[src/rtl/morse_pkg.sv]
// Shared types and helpers for the Morse keyer: FSM states, the per-character
// code word and the ASCII lookup table.
package morse_pkg;

  typedef enum logic [2:0] {
    IDLE,
    LOAD,
    MARK,
    GAP,
    CGAP,
    WGAP
  } state_t;

  // len = 0 with valid = 1 marks the word-gap (space) character
  typedef struct packed {
    logic       valid;
    logic [2:0] len;
    logic [4:0] pat;
  } morse_code_t;

  function automatic int unsigned calc_tick_div(input int unsigned clk_hz,
                                                input int unsigned unit_hz);
    return clk_hz / unit_hz;
  endfunction

  function automatic int unsigned calc_tone_half(input int unsigned clk_hz,
                                                 input int unsigned tone_hz);
    return clk_hz / (2 * tone_hz);
  endfunction

  // pat element i is pat[len-1-i]; 1 = dash
  function automatic morse_code_t ascii_to_morse(input logic [7:0] ch);
    logic [7:0]  c;
    morse_code_t m;
    c = ch;
    if (c >= "a" && c <= "z") c = c - 8'h20;
    m = '{valid: 1'b1, len: 3'd0, pat: 5'b00000};
    case (c)
      "A": m = '{1'b1, 3'd2, 5'b00001};
      "B": m = '{1'b1, 3'd4, 5'b01000};
      "C": m = '{1'b1, 3'd4, 5'b01010};
      "D": m = '{1'b1, 3'd3, 5'b00100};
      "E": m = '{1'b1, 3'd1, 5'b00000};
      "F": m = '{1'b1, 3'd4, 5'b00010};
      "G": m = '{1'b1, 3'd3, 5'b00110};
      "H": m = '{1'b1, 3'd4, 5'b00000};
      "I": m = '{1'b1, 3'd2, 5'b00000};
      "J": m = '{1'b1, 3'd4, 5'b00111};
      "K": m = '{1'b1, 3'd3, 5'b00101};
      "L": m = '{1'b1, 3'd4, 5'b00100};
      "M": m = '{1'b1, 3'd2, 5'b00011};
      "N": m = '{1'b1, 3'd2, 5'b00010};
      "O": m = '{1'b1, 3'd3, 5'b00111};
      "P": m = '{1'b1, 3'd4, 5'b00110};
      "Q": m = '{1'b1, 3'd4, 5'b01101};
      "R": m = '{1'b1, 3'd3, 5'b00010};
      "S": m = '{1'b1, 3'd3, 5'b00000};
      "T": m = '{1'b1, 3'd1, 5'b00001};
      "U": m = '{1'b1, 3'd3, 5'b00001};
      "V": m = '{1'b1, 3'd4, 5'b00001};
      "W": m = '{1'b1, 3'd3, 5'b00011};
      "X": m = '{1'b1, 3'd4, 5'b01001};
      "Y": m = '{1'b1, 3'd4, 5'b01011};
      "Z": m = '{1'b1, 3'd4, 5'b01100};
      "0": m = '{1'b1, 3'd5, 5'b11111};
      "1": m = '{1'b1, 3'd5, 5'b01111};
      "2": m = '{1'b1, 3'd5, 5'b00111};
      "3": m = '{1'b1, 3'd5, 5'b00011};
      "4": m = '{1'b1, 3'd5, 5'b00001};
      "5": m = '{1'b1, 3'd5, 5'b00000};
      "6": m = '{1'b1, 3'd5, 5'b10000};
      "7": m = '{1'b1, 3'd5, 5'b11000};
      "8": m = '{1'b1, 3'd5, 5'b11100};
      "9": m = '{1'b1, 3'd5, 5'b11110};
      " ": m = '{1'b1, 3'd0, 5'b00000};
      default: m = '{1'b0, 3'd0, 5'b00000};
    endcase
    return m;
  endfunction

endpackage

[src/rtl/morse_rom.sv]
// Combinational ASCII to Morse code-word lookup.
module morse_rom
  import morse_pkg::*;
(
  input  logic [7:0]  ch,
  output morse_code_t code
);

  assign code = ascii_to_morse(ch);

endmodule

[src/rtl/morse_keyer.sv]
// Run-time Morse keyer: ASCII in over valid/ready, keyed level, unit tick and
// gated tone out. All outputs are registered from the next-state logic.
module morse_keyer
  import morse_pkg::*;
#(
  parameter int unsigned CLK_HZ  = 50_000_000,
  parameter int unsigned UNIT_HZ = 4,
  parameter int unsigned TONE_HZ = 800
) (
  input  logic       iCLK,
  input  logic       iRST,
  input  logic [7:0] iCHAR,
  input  logic       iVALID,
  output logic       oREADY,
  output logic       oKEY,
  output logic       oSOUND,
  output logic       oTICK,
  output logic       oERR,
  output logic       oBUSY
);

  localparam int unsigned TICK_DIV  = calc_tick_div(CLK_HZ, UNIT_HZ);
  localparam int unsigned TONE_HALF = calc_tone_half(CLK_HZ, TONE_HZ);
  localparam int unsigned CW        = $clog2(TICK_DIV);
  localparam int unsigned TW        = $clog2(TONE_HALF + 1);
  localparam logic [CW-1:0] TICK_LAST = CW'(TICK_DIV - 1);
  localparam logic [TW-1:0] TONE_LAST = TW'(TONE_HALF - 1);

  state_t          state, state_n;
  logic [CW-1:0]   cnt, cnt_n;
  logic [1:0]      units, units_n;
  logic [2:0]      idx, idx_n;
  logic [TW-1:0]   tone_cnt;
  morse_code_t     code_q, rom_code;
  logic [2:0]      sel;
  logic [7:0]      pat_ext;
  logic [1:0]      last_unit;
  logic            unit_end;
  logic            accept;
  logic            timed_n;

  morse_rom u_rom (
    .ch   (iCHAR),
    .code (rom_code)
  );

  assign accept = (state == IDLE) && iVALID;

  always_comb begin
    state_n   = state;
    cnt_n     = cnt;
    units_n   = units;
    idx_n     = idx;
    sel       = code_q.len - 3'd1 - idx;
    pat_ext   = {3'b000, code_q.pat};
    last_unit = 2'd0;
    unit_end  = (cnt == TICK_LAST);

    case (state)
      MARK:    last_unit = pat_ext[sel] ? 2'd2 : 2'd0;
      CGAP:    last_unit = 2'd2;
      WGAP:    last_unit = 2'd3;
      default: last_unit = 2'd0;
    endcase

    case (state)
      IDLE: begin
        if (iVALID) state_n = LOAD;
      end
      LOAD: begin
        cnt_n   = '0;
        units_n = '0;
        idx_n   = '0;
        if (!code_q.valid)         state_n = IDLE;
        else if (code_q.len == '0) state_n = WGAP;
        else                       state_n = MARK;
      end
      default: begin
        if (!unit_end) begin
          cnt_n = cnt + 1'b1;
        end else begin
          cnt_n = '0;
          if (units != last_unit) begin
            units_n = units + 1'b1;
          end else begin
            units_n = '0;
            case (state)
              MARK:    state_n = (idx == code_q.len - 3'd1) ? CGAP : GAP;
              GAP: begin
                idx_n   = idx + 1'b1;
                state_n = MARK;
              end
              default: state_n = IDLE;
            endcase
          end
        end
      end
    endcase

    timed_n = (state_n == MARK) || (state_n == GAP) ||
              (state_n == CGAP) || (state_n == WGAP);
  end

  // The code word is captured at the accept edge so oERR can be a flop
  // that is high exactly during the LOAD cycle.
  always_ff @(posedge iCLK or posedge iRST) begin
    if (iRST) begin
      state  <= IDLE;
      cnt    <= '0;
      units  <= '0;
      idx    <= '0;
      code_q <= '0;
      oREADY <= 1'b1;
      oKEY   <= 1'b0;
      oTICK  <= 1'b0;
      oERR   <= 1'b0;
      oBUSY  <= 1'b0;
    end else begin
      state  <= state_n;
      cnt    <= cnt_n;
      units  <= units_n;
      idx    <= idx_n;
      if (accept) code_q <= rom_code;
      oREADY <= (state_n == IDLE);
      oKEY   <= (state_n == MARK);
      oTICK  <= timed_n && (cnt_n == TICK_LAST);
      oERR   <= accept && !rom_code.valid;
      oBUSY  <= (state_n != IDLE);
    end
  end

  always_ff @(posedge iCLK or posedge iRST) begin
    if (iRST) begin
      oSOUND   <= 1'b0;
      tone_cnt <= '0;
    end else if (state_n == MARK) begin
      if (state != MARK) begin
        oSOUND   <= 1'b1;
        tone_cnt <= '0;
      end else if (tone_cnt == TONE_LAST) begin
        oSOUND   <= ~oSOUND;
        tone_cnt <= '0;
      end else begin
        tone_cnt <= tone_cnt + 1'b1;
      end
    end else begin
      oSOUND   <= 1'b0;
      tone_cnt <= '0;
    end
  end

endmodule

[config.mk]
export PLATFORM = sky130hd
export DESIGN_NAME = morse_keyer
export DESIGN_NICKNAME = d
export VERILOG_FILES = /design/src/rtl/morse_pkg.sv /design/src/rtl/morse_rom.sv /design/src/rtl/morse_keyer.sv
export SDC_FILE = /design/constraint.sdc
export NUM_CORES = 1
export LEC_CHECK = 0
export BUFFER_PORTS_ARGS = -buffer_cell sky130_fd_sc_hd__buf_2
export CORE_MARGIN = 4
export CORE_UTILIZATION = 55
export DETAILED_ROUTE_END_ITERATION = 6
export GPL_ROUTABILITY_DRIVEN = 1
export PLACE_DENSITY = 0.71
export REMOVE_ABC_BUFFERS = 1
export SYNTH_ARGS = -nofsm -noshare
export SYNTH_HDL_FRONTEND = slang
export SYNTH_HIERARCHICAL = 1
export SYNTH_SLANG_ARGS = --single-unit
[constraint.sdc]
create_clock -name iCLK -period 3.3 [get_ports iCLK]
set_input_delay 0.66 -clock iCLK [delete_from_list [all_inputs] [get_ports iCLK]]
set_output_delay 0.66 -clock iCLK [all_outputs]
set_load 0.02 [all_outputs]
==> key figures, run 1 <==
Timing
  • Worst Clk Skew: 12.48 ps
  • Fin Hold WS: 404.8 ps
  • Tightest Pin Transition: 669.6 ps
  • Final setup violating endpoints: 0
  • Tmin final: 3163 ps
  • Final hold vios: 0
  • Fin Setup TNS: 0 ps
  • Slew Viols, Final: 0
  • RSZ-0062 raised after global routing: no
  • Final Cycle Share: 0.9586
  • Fmax: 316.1 MHz
  • Relative slew slack: 0.5529

Die
  • Die width: 97.14 µm
  • Die height: between 90 and 100 µm
  • Die area: 9436 µm²
  • Area of the core: 7727 µm²
  • # rows: 32
  • Ports: 17
  • Initial Utilization: 0.5656

Clock tree
  • Clk buf depth: 2
  • H-tree Lvls: 3
  • Reg clk slew, reported paths: 70 ps
  • Root buf cell: clkbuf_8
  • Worst-skew pair later-pin latency: roughly 350 ps
  • CTS tree: built
  • Hold-fix buffers at CTS: 0
  • Clock sink count: 62
  • Cts bufs inserted: 9

Pwr
  • VDD IR-drop max: 0.3238 mV
  • Leakage: 2.000 nW
  • Pwr dens: around 520 nW/µm²
  • Total power: 0.002495 W

Cells and area
  • Layout cells sized above 1: 0.1663
  • Antenna Diode Count: 0
  • Fin util: 0.6208
  • Fin nets: about 540
  • Area delta synth->final: 9.762%
  • Fin area: about 4800 µm²

Critical path
  • CP endpoint kind: flip-flop
  • RR Endpoint: tone_cnt[14]$_DFF_PP0_
  • Setup crit end: tone_cnt[14]$_DFF_PP0_
  • R2R Path Start: code_q[5]$_DFFE_PP0P_
  • Startpoint types: flip-flop
  • R2R depth: 12
  • Crit-path max FO: 8
  • R2R Setup Slk: 140 ps
  • Worst Path Arrival: ~3400 ps
  • Critical path launch point: code_q[5]$_DFFE_PP0P_
  • Crit path kind: flip-flop to flip-flop
  • CP required: 3510 ps

Logic synthesis
  • Mapped cell area: 4370 µm²
  • EDFF count, synth: 0
  • FFs w/ async S/R, synth: 1.000
  • Yosys Warn Count: 6
  • Synth cell count leaders: 61 x dfrtp_1, 58 x nand2_1, 43 x nor2_1
  • Dominant cells by area after synthesis: dfrtp_1 35%, nand2_1 5.0%, ha_1 4.3%
  • Area share of the largest cell type after synthesis: 0.3493
  • Syn Area/Cell: 8.794 µm²
  • Post-Synthesis Cells: 497
  • Largest area contributor in the netlist: dfrtp_1
  • Primary FF master, synth: dfrtp_1
  • Seq cells post-synth: 62
  • Most numerous cell in the Yosys netlist: dfrtp_1
  • Post-synth cell types: 76
  • Seq/Total Area, Yosys: 0.3553

Drt
  • Post-route DRC: 0
  • Drt wl/cell: around 16 µm
  • Initial DRC Count: 218
  • Routed Antenna Nets: 0
  • Drt pass-1 iters: 6
  • Routed WL: slightly below 10000 µm
  • Vias per cell: 6.108
  • Via count: 3781

Flow run
  • MaxCap Viol Count: 0

Global route
  • Total gr overflow: 0
  • Vias in the first global route: between 3000 and 4000
  • Initial antenna violation count: 0
  • All-Layer GR Usage: 0.2090
  • First-pass GRT wire length: 16470 µm
  • Pin count of the biggest net entering global routing: 33

Placed design
  • Detailed placement HPWL: 7226 µm
  • IO Port Bufs: 16
  • Gpl congestion: roughly 0.91
  • Post-DP Area: about 4500 µm²

Outcome
  • Outcome: completed

Min path
  • Worst Hold Class: input port to asynchronous set/reset pin
## critical path, stage by stage, from the launching register on
cell       delay [ps]
dfrtp_1           370
inv_1              70
ha_1              270
inv_1              60
fa_1              520
mux4_2            280
nand2_1            90
mux2i_2           100
or3_4             390
a2111o_1          430
o211ai_4          170
clkbuf_16         220
nor3_1             50
## cells in the final DEF (no fill, tap or decap), types with 3 or more instances in the layout
master / n
dfrtp_1: 61
nand4b_1: 4
nor4_1: 6
ha_1: 15
xnor2_1: 16
xor2_1: 13
nor4b_2: 4
and2_1: 3
mux2_2: 11
or3_1: 7
o21ai_0: 23
nor2b_1: 6
nand3_1: 20
a31oi_1: 3
nor3_1: 30
a32oi_1: 3
nor2_1: 43
mux2i_1: 5
a21oi_1: 18
and3_1: 7
or2_2: 3
nand2b_1: 4
o211ai_1: 3
nand2_1: 58
buf_2: 16
buf_4: 14
nor3b_1: 6
a22oi_1: 4
nand4_1: 11
and4_1: 7
inv_1: 20
a211o_1: 3
clkbuf_8: 10
## per-stage QoR
step	std cells	setup WS (ps)
2_1_floorplan	469	210.3
3_3_place_gp	599	204.7
3_5_place_dp	599	104.8
4_1_cts	615	83.99
5_1_grt	619	21.33
6_report	619	136.5
## how the worst min path moves through the flow
stage                                     start                    end  slack, ps  cells past startpoint
after floorplan           code_q[3]$_DFFE_PP0P_  code_q[3]$_DFFE_PP0P_        470                      1
after global placement    code_q[6]$_DFFE_PP0P_  code_q[6]$_DFFE_PP0P_        490                      1
after detailed placement  code_q[6]$_DFFE_PP0P_  code_q[6]$_DFFE_PP0P_        500                      1
after CTS                                  iRST      cnt[17]$_DFF_PP0_        430                      2
after global routing                       iRST       cnt[3]$_DFF_PP0_        480                      2
final                                      iRST      cnt[17]$_DFF_PP0_        400                      2
## timing repair
action                     4_1_cts  5_1_grt
setup endpoints to repair        0       15
gates resized for setup          0        5
buffers inserted                 0        3
## layer usage
layer,track usage,share of wire,vias to the layer above,wire [µm]
li1,-,-,1823,-
met1,0.2690,0.44,1833,4417
met2,0.3477,0.49,105,4878
met3,0.03948,0.040,20,399
met4,0.08099,0.025,0,248
met5,0,0,-,0
## power breakdown
group	total [W]	internal, W	switching [W]
sequential	0.000972	0.000863	0.000109
combinational	0.000853	0.000374	0.000480
clock	0.000670	0.000369	0.000301
total	0.00249	0.00161	0.000889
## final cells by class
type                    instances  area (µm²)
clock inverters                 5       58.81
fillers                       652        2930
well taps                     102       127.6
repair buffers                 32       230.2
flip-flops and latches         62        1553
multi-input cells             386        2608
inverters                      21       78.83
clock buffers                  11       141.4
## kinds of logic (layout without fill, tap and decap cells)
family                   count (synthesis)  in the layout  synth area share
AO/OA/AOI/OAI                           88             88            0.1409
XOR/XNOR                                30             30           0.06327
adder cells (fa/ha/maj)                 16             16           0.04752
buffers and inverters                   49             69           0.05382
flip-flops                              62             62            0.3553
multiplexers                            18             18           0.04724
AND/OR/NAND/NOR                        234            234            0.2920
## flip-flops by register name (all words and copies together), names as in the netlist
signal,cells
oERR,1
state,3
code_q,9
oSOUND,1
units,2
oBUSY,1
cnt,24
idx,3
oTICK,1
oKEY,1
tone_cnt,15
oREADY,1
Power figures use the tool's default switching activity.
==> run 2: changes to the inputs <==
--- a/config.mk
+++ b/config.mk
@@ -9,7 +9,6 @@
 export CORE_MARGIN = 4
 export CORE_UTILIZATION = 55
 export DETAILED_ROUTE_END_ITERATION = 6
-export GPL_ROUTABILITY_DRIVEN = 1
 export PLACE_DENSITY = 0.71
 export REMOVE_ABC_BUFFERS = 1
 export SYNTH_ARGS = -nofsm -noshare
==> constraint.sdc (replaced) <==
create_clock -name iCLK -period 3.3 [get_ports iCLK]
set_input_delay 0.33 -clock iCLK [delete_from_list [all_inputs] [get_ports iCLK]]
set_output_delay 0.33 -clock iCLK [all_outputs]
set_load 0.02 [all_outputs]
==> key figures, run 2 (same netlist as run 1, synthesis figures left out) <==
Outcome
  • Outcome: completed

Drt
  • Via count: around 3700
  • Vias per cell: 6.058
  • Post-route DRC: 0
  • Routed WL: between 9000 and 10000 µm
  • Initial DRC Count: between 200 and 250
  • Drt wl/cell: 16.11 µm
  • Routed Antenna Nets: 0
  • Drt pass-1 iters: 5

Cells and area
  • Fin nets: 536
  • Area delta synth->final: 10.02%
  • Fin area: 4808 µm²
  • Layout cells sized above 1: 0.1615
  • Most common cell after layout, fill and taps aside: dfrtp_1
  • Antenna Diode Count: 0
  • Regs by FF count: cnt x24, tone_cnt x15, code_q x9
  • Largest register FFs: 24
  • Commonest cells after routing, fill and taps aside: 61 x dfrtp_1, 58 x nand2_1, 43 x nor2_1, 30 x nor3_1, 23 x o21ai_0
  • Top reg by flops: cnt

Critical path
  • Slowest CP cell: fa_1
  • CP cell instances: inv_1 -> ha_1 -> inv_1 -> fa_1 -> mux4_2 -> nand2_1 -> mux2i_2 -> or3_4 -> a2111o_1 -> o211ai_4 -> clkbuf_16 -> nor4b_2
  • Worst Path Arrival: 3350 ps
  • WP buf/inv: 3
  • Crit path kind: flip-flop to flip-flop
  • CP most frequent cell: inv_1
  • CP peak stage delay: around 530 ps
  • CP endpoint kind: flip-flop
  • Startpoint types: flip-flop
  • Crit-path max FO: 8
  • Top Family by Delay on Critical Path: adder cells
  • CP required: 3510 ps

Clock tree
  • Clock sink count: 62
  • H-tree Lvls: 3
  • Cts bufs inserted: 9
  • CTS tree: built
  • Worst-skew pair later-pin latency: 340 ps
  • Reg clk slew, reported paths: 70 ps
  • Clk buf depth: 2
  • Root buf cell: clkbuf_8

Timing
  • Fin Setup TNS: 0 ps
  • Fmax: 317.6 MHz
  • Tightest Pin Transition: 777.1 ps
  • Slew Viols, Final: 0
  • Post-route setup slack: 151.3 ps
  • Final Cycle Share: 0.9541
  • Final hold vios: 0
  • Tmin final: 3149 ps
  • Worst Clk Skew: 11.76 ps
  • Relative slew slack: 0.4812
  • Final setup violating endpoints: 0

Pwr
  • Leakage: 2.008 nW
  • VDD IR-drop max: roughly 0.3 mV
  • Pwr dens: 538.6 nW/µm²

Die
  • Die height: 97.14 µm
  • Area of the core: ~7700 µm²
  • Die area: 9436 µm²
  • Ports: 17
  • Die width: about 97 µm
  • # rows: 32
  • Initial Utilization: 0.5656

Global route
  • Pin count of the biggest net entering global routing: 37
  • All-Layer GR Usage: 0.2099
  • Initial antenna violation count: 0
  • Vias in the first global route: 3539
  • Total gr overflow: 0
  • First-pass GRT wire length: 16440 µm

Placed design
  • IO Port Bufs: 16
  • Post-DP Area: 4517 µm²
  • Worst slack, placed: a little under 90 ps
  • Gpl congestion: 0.9366
  • Detailed placement HPWL: ~7000 µm

Flow run
  • MaxCap Viol Count: 0

Min path
  • Worst Hold Class: input port to asynchronous set/reset pin
[run 2: layout make-up]
cell class | instances | area, µm²
Clock buffer | 13 | 168.9
Clock inverter | 3 | 65.06
Fill cell | 682 | 2919
Inverter | 21 | 78.83
Multi-Input combinational cell | 386 | 2608
Sequential cell | 62 | 1553
Tap cell | 102 | 127.6
Timing Repair Buffer | 29 | 207.7
[run 2: final timing paths]
check / start / endpoint / slack [ps] / cells past startpoint
worst max-delay path: code_q[5]$_DFFE_PP0P_ / tone_cnt[1]$_DFF_PP0_ / 150 / 12
worst min-delay path: iRST / cnt[18]$_DFF_PP0_ / 130 / 2
worst max register to register: code_q[5]$_DFFE_PP0P_ / tone_cnt[1]$_DFF_PP0_ / 150 / 12
worst min register to register: code_q[6]$_DFFE_PP0P_ / code_q[6]$_DFFE_PP0P_ / 500 / 1
max in group asynchronous: iRST / cnt[8]$_DFF_PP0_ / 2300 / 3
min in group iCLK: code_q[6]$_DFFE_PP0P_ / code_q[6]$_DFFE_PP0P_ / 500 / 1
[run 2: metrics by stage]
stage | total power, W | util | std cells | hold slack (ps)
2_1_floorplan | 0.001492 | - | 469 | 473.9
3_3_place_gp | 0.001730 | 0.5845 | 598 | 489.6
3_5_place_dp | 0.001752 | 0.5845 | 598 | 494.6
4_1_cts | 0.002538 | 0.6148 | 614 | 142.3
5_1_grt | 0.002750 | 0.6222 | 616 | 184.7
6_report | 0.002590 | 0.6222 | 616 | 130.1
[run 2: layer usage]
layer / wire [µm] / up-vias / global-route usage
met4: 128 / 0 / 0.05940
met1: 4360 / 1813 / 0.2670
li1: - / 1821 / -
met2: 4988 / 87 / 0.3593
met5: 0 / - / 0
met3: 444 / 11 / 0.04523
[run 2: report_power, final]
| group | switching [W] | internal [W] |
|---|---|---|
| sequential | 0.000106 | 0.000863 |
| combinational | 0.000480 | 0.000360 |
| clock | 0.000293 | 0.000487 |
[run 2: repair_timing]
action | in CTS | in global routing
buffers inserted | 0 | 1
setup endpoints to repair | 0 | 15
resized for setup | 0 | 5
hold buffers | 0 | 0
endpoints found under the hold margin | 0 | 0
==> run 3: changes to the inputs <==
--- a/config.mk
+++ b/config.mk
@@ -6,11 +6,11 @@
 export NUM_CORES = 1
 export LEC_CHECK = 0
 export BUFFER_PORTS_ARGS = -buffer_cell sky130_fd_sc_hd__buf_2
+export CORE_ASPECT_RATIO = 0.75
 export CORE_MARGIN = 4
 export CORE_UTILIZATION = 55
 export DETAILED_ROUTE_END_ITERATION = 6
 export PLACE_DENSITY = 0.71
-export REMOVE_ABC_BUFFERS = 1
 export SYNTH_ARGS = -nofsm -noshare
 export SYNTH_HDL_FRONTEND = slang
 export SYNTH_HIERARCHICAL = 1
==> key figures, run 3 (same netlist as run 1, synthesis figures left out) <==
Outcome
  • Outcome: completed

Critical path
  • Crit path kind: flip-flop to flip-flop
  • CP peak stage delay: 540 ps
  • CP required: 3540 ps
  • WP buf/inv: 3
  • CP Depth: 12
  • Startpoint types: flip-flop
  • CP most frequent cell: inv_1
  • Worst Path Arrival: roughly 3400 ps
  • Top Family by Delay on Critical Path: adder cells
  • CP cell instances: inv_1 -> ha_1 -> inv_1 -> fa_1 -> mux4_2 -> nand2_1 -> mux2i_2 -> or3_4 -> a2111o_1 -> o211ai_4 -> clkbuf_16 -> nor3_1
  • Crit-path max FO: 8
  • CP endpoint kind: flip-flop
  • Slowest CP cell: fa_1
  • R2R depth: 12

Clock tree
  • Cts bufs inserted: 9
  • Clock sink count: 62
  • Worst-skew pair later-pin latency: 350 ps
  • Reg clk slew, reported paths: around 70 ps
  • CTS tree: built
  • Root buf cell: clkbuf_8
  • H-tree Lvls: 3
  • Hold-fix buffers at CTS: 0
  • Clk buf depth: 2

Cells and area
  • Largest register FFs: 24
  • Most common cell after layout, fill and taps aside: dfrtp_1
  • Fin nets: 537
  • Top reg by flops: cnt
  • Fin area: 4742 µm²
  • Antenna Diode Count: 0
  • Filler cells: 653
  • Regs by FF count: cnt x24, tone_cnt x15, code_q x9
  • Commonest cells after routing, fill and taps aside: 61 x dfrtp_1, 58 x nand2_1, 43 x nor2_1, 30 x nor3_1, 23 x o21ai_0
  • Area delta synth->final: 8.503%
  • Layout cells sized above 1: 0.1553

Placed design
  • Post-DP Area: between 4000 and 5000 µm²
  • Detailed placement HPWL: a little over 7000 µm
  • IO Port Bufs: 16
  • Gpl congestion: 0.9304

Global route
  • First-pass GRT wire length: 17130 µm
  • Total gr overflow: 0
  • Initial antenna violation count: 0
  • All-Layer GR Usage: 0.2207
  • Vias in the first global route: around 3500
  • Pin count of the biggest net entering global routing: 40

Drt
  • Via count: 3846
  • Routed Antenna Nets: 0
  • Routed WL: 10300 µm
  • Post-route DRC: 0
  • Met1 WL: 4875 µm
  • Uppermost layer routed: met4
  • Vias per cell: 6.244
  • Met2 WL: 4557 µm
  • Met3 routed WL: 708 µm
  • Initial DRC Count: around 220
  • Drt wl/cell: 16.72 µm
  • Drt pass-1 iters: 5

Die
  • Area of the core: 7533 µm²
  • Die height: 85.20 µm
  • # rows: 27
  • Ports: 17
  • Die width: 110.9 µm
  • Initial Utilization: 0.5801
  • Die area: 9451 µm²

Timing
  • Fmax: 314.0 MHz
  • Tightest Pin Transition: 907.5 ps
  • Final Cycle Share: 0.9649
  • Final hold vios: 0
  • Worst Clk Skew: between 7 and 8 ps
  • Relative slew slack: 0.3903
  • Tmin final: 3184 ps
  • Final setup violating endpoints: 0
  • Slew Viols, Final: 0
  • Fin Hold WS: 0.06234 ps

Min path
  • Worst Hold Class: input port to asynchronous set/reset pin

Flow run
  • MaxCap Viol Count: 0

Pwr
  • VDD IR-drop max: between 0.3 and 0.4 mV
  • Pwr dens: 504.6 nW/µm²
  • Leakage: 1.976 nW

Logic synthesis
  • Post-synthesis net count: 524
## run 3: cell types whose count changed in the layout (fill, tap and decap cells not counted), sizes merged
cell	previous run	this run
clkbuf	14	15
clkinv	1	2
bufinv	2	0
buf	28	29
## run 3: power breakdown
part | leakage, nW | internal (W) | total [W] | switching (W)
Clock | 0.0844 | 0.000292 | 0.000579 | 0.000287
Combinational | 1.05 | 0.000358 | 0.000850 | 0.000492
Sequential | 0.842 | 0.000863 | 0.000965 | 0.000102
## run 3: stage by stage
| step | TNS (ps) | instances | total power (W) | setup WS [ps] | utilization |
|---|---|---|---|---|---|
| 2_1_floorplan | 0 | 497 | 0.001557 | 346.7 | - |
| 6_report | 0 | 616 | 0.002393 | 115.8 | 0.6295 |
| 4_1_cts | 0 | 614 | 0.002345 | 102.3 | 0.6220 |
| 5_1_grt | -66.66 | 616 | 0.002553 | -11.92 | 0.6295 |
| 3_3_place_gp | 0 | 598 | 0.001734 | 226.7 | 0.6004 |
| 3_5_place_dp | 0 | 598 | 0.001758 | 105.6 | 0.6004 |
## run 3: per-layer routing
| metal | global-route usage | up-vias |
|---|---|---|
| li1 | - | 1822 |
| met1 | 0.3157 | 1854 |
| met2 | 0.3254 | 151 |
| met3 | 0.06058 | 19 |
| met4 | 0.06935 | 0 |
| met5 | 0 | - |
## run 3: timing repair
item	in CTS	in global routing
setup buffers	0	1
resized for setup	0	4
endpoints found under the setup margin	0	15
## run 3: area by class of cell
| class | instances | area [µm²] | share of cell area |
|---|---|---|---|
| Multi-Input combinational cell | 386 | 2606 | 0.5496 |
| Sequential cell | 62 | 1553 | 0.3274 |
| Timing Repair Buffer | 30 | 215.2 | 0.04538 |
| Clock buffer | 14 | 152.6 | 0.03219 |
| Tap cell | 101 | 126.4 | 0.02665 |
| Inverter | 21 | 78.83 | 0.01662 |
| Clock inverter | 2 | 10.01 | 0.002111 |
## run 3: worst paths after layout
check                      slack (ps)                     end                  start
max                               120  tone_cnt[12]$_DFF_PP0_  code_q[5]$_DFFE_PP0P_
min                              0.06       cnt[18]$_DFF_PP0_                   iRST
max reg2reg                       120  tone_cnt[12]$_DFF_PP0_  code_q[5]$_DFFE_PP0P_
min reg2reg                       510   tone_cnt[0]$_DFF_PP0_  tone_cnt[0]$_DFF_PP0_
max in group asynchronous        2410        oREADY$_DFF_PP1_                   iRST
min in group iCLK                 500          oERR$_DFF_PP0_               iCHAR[6]
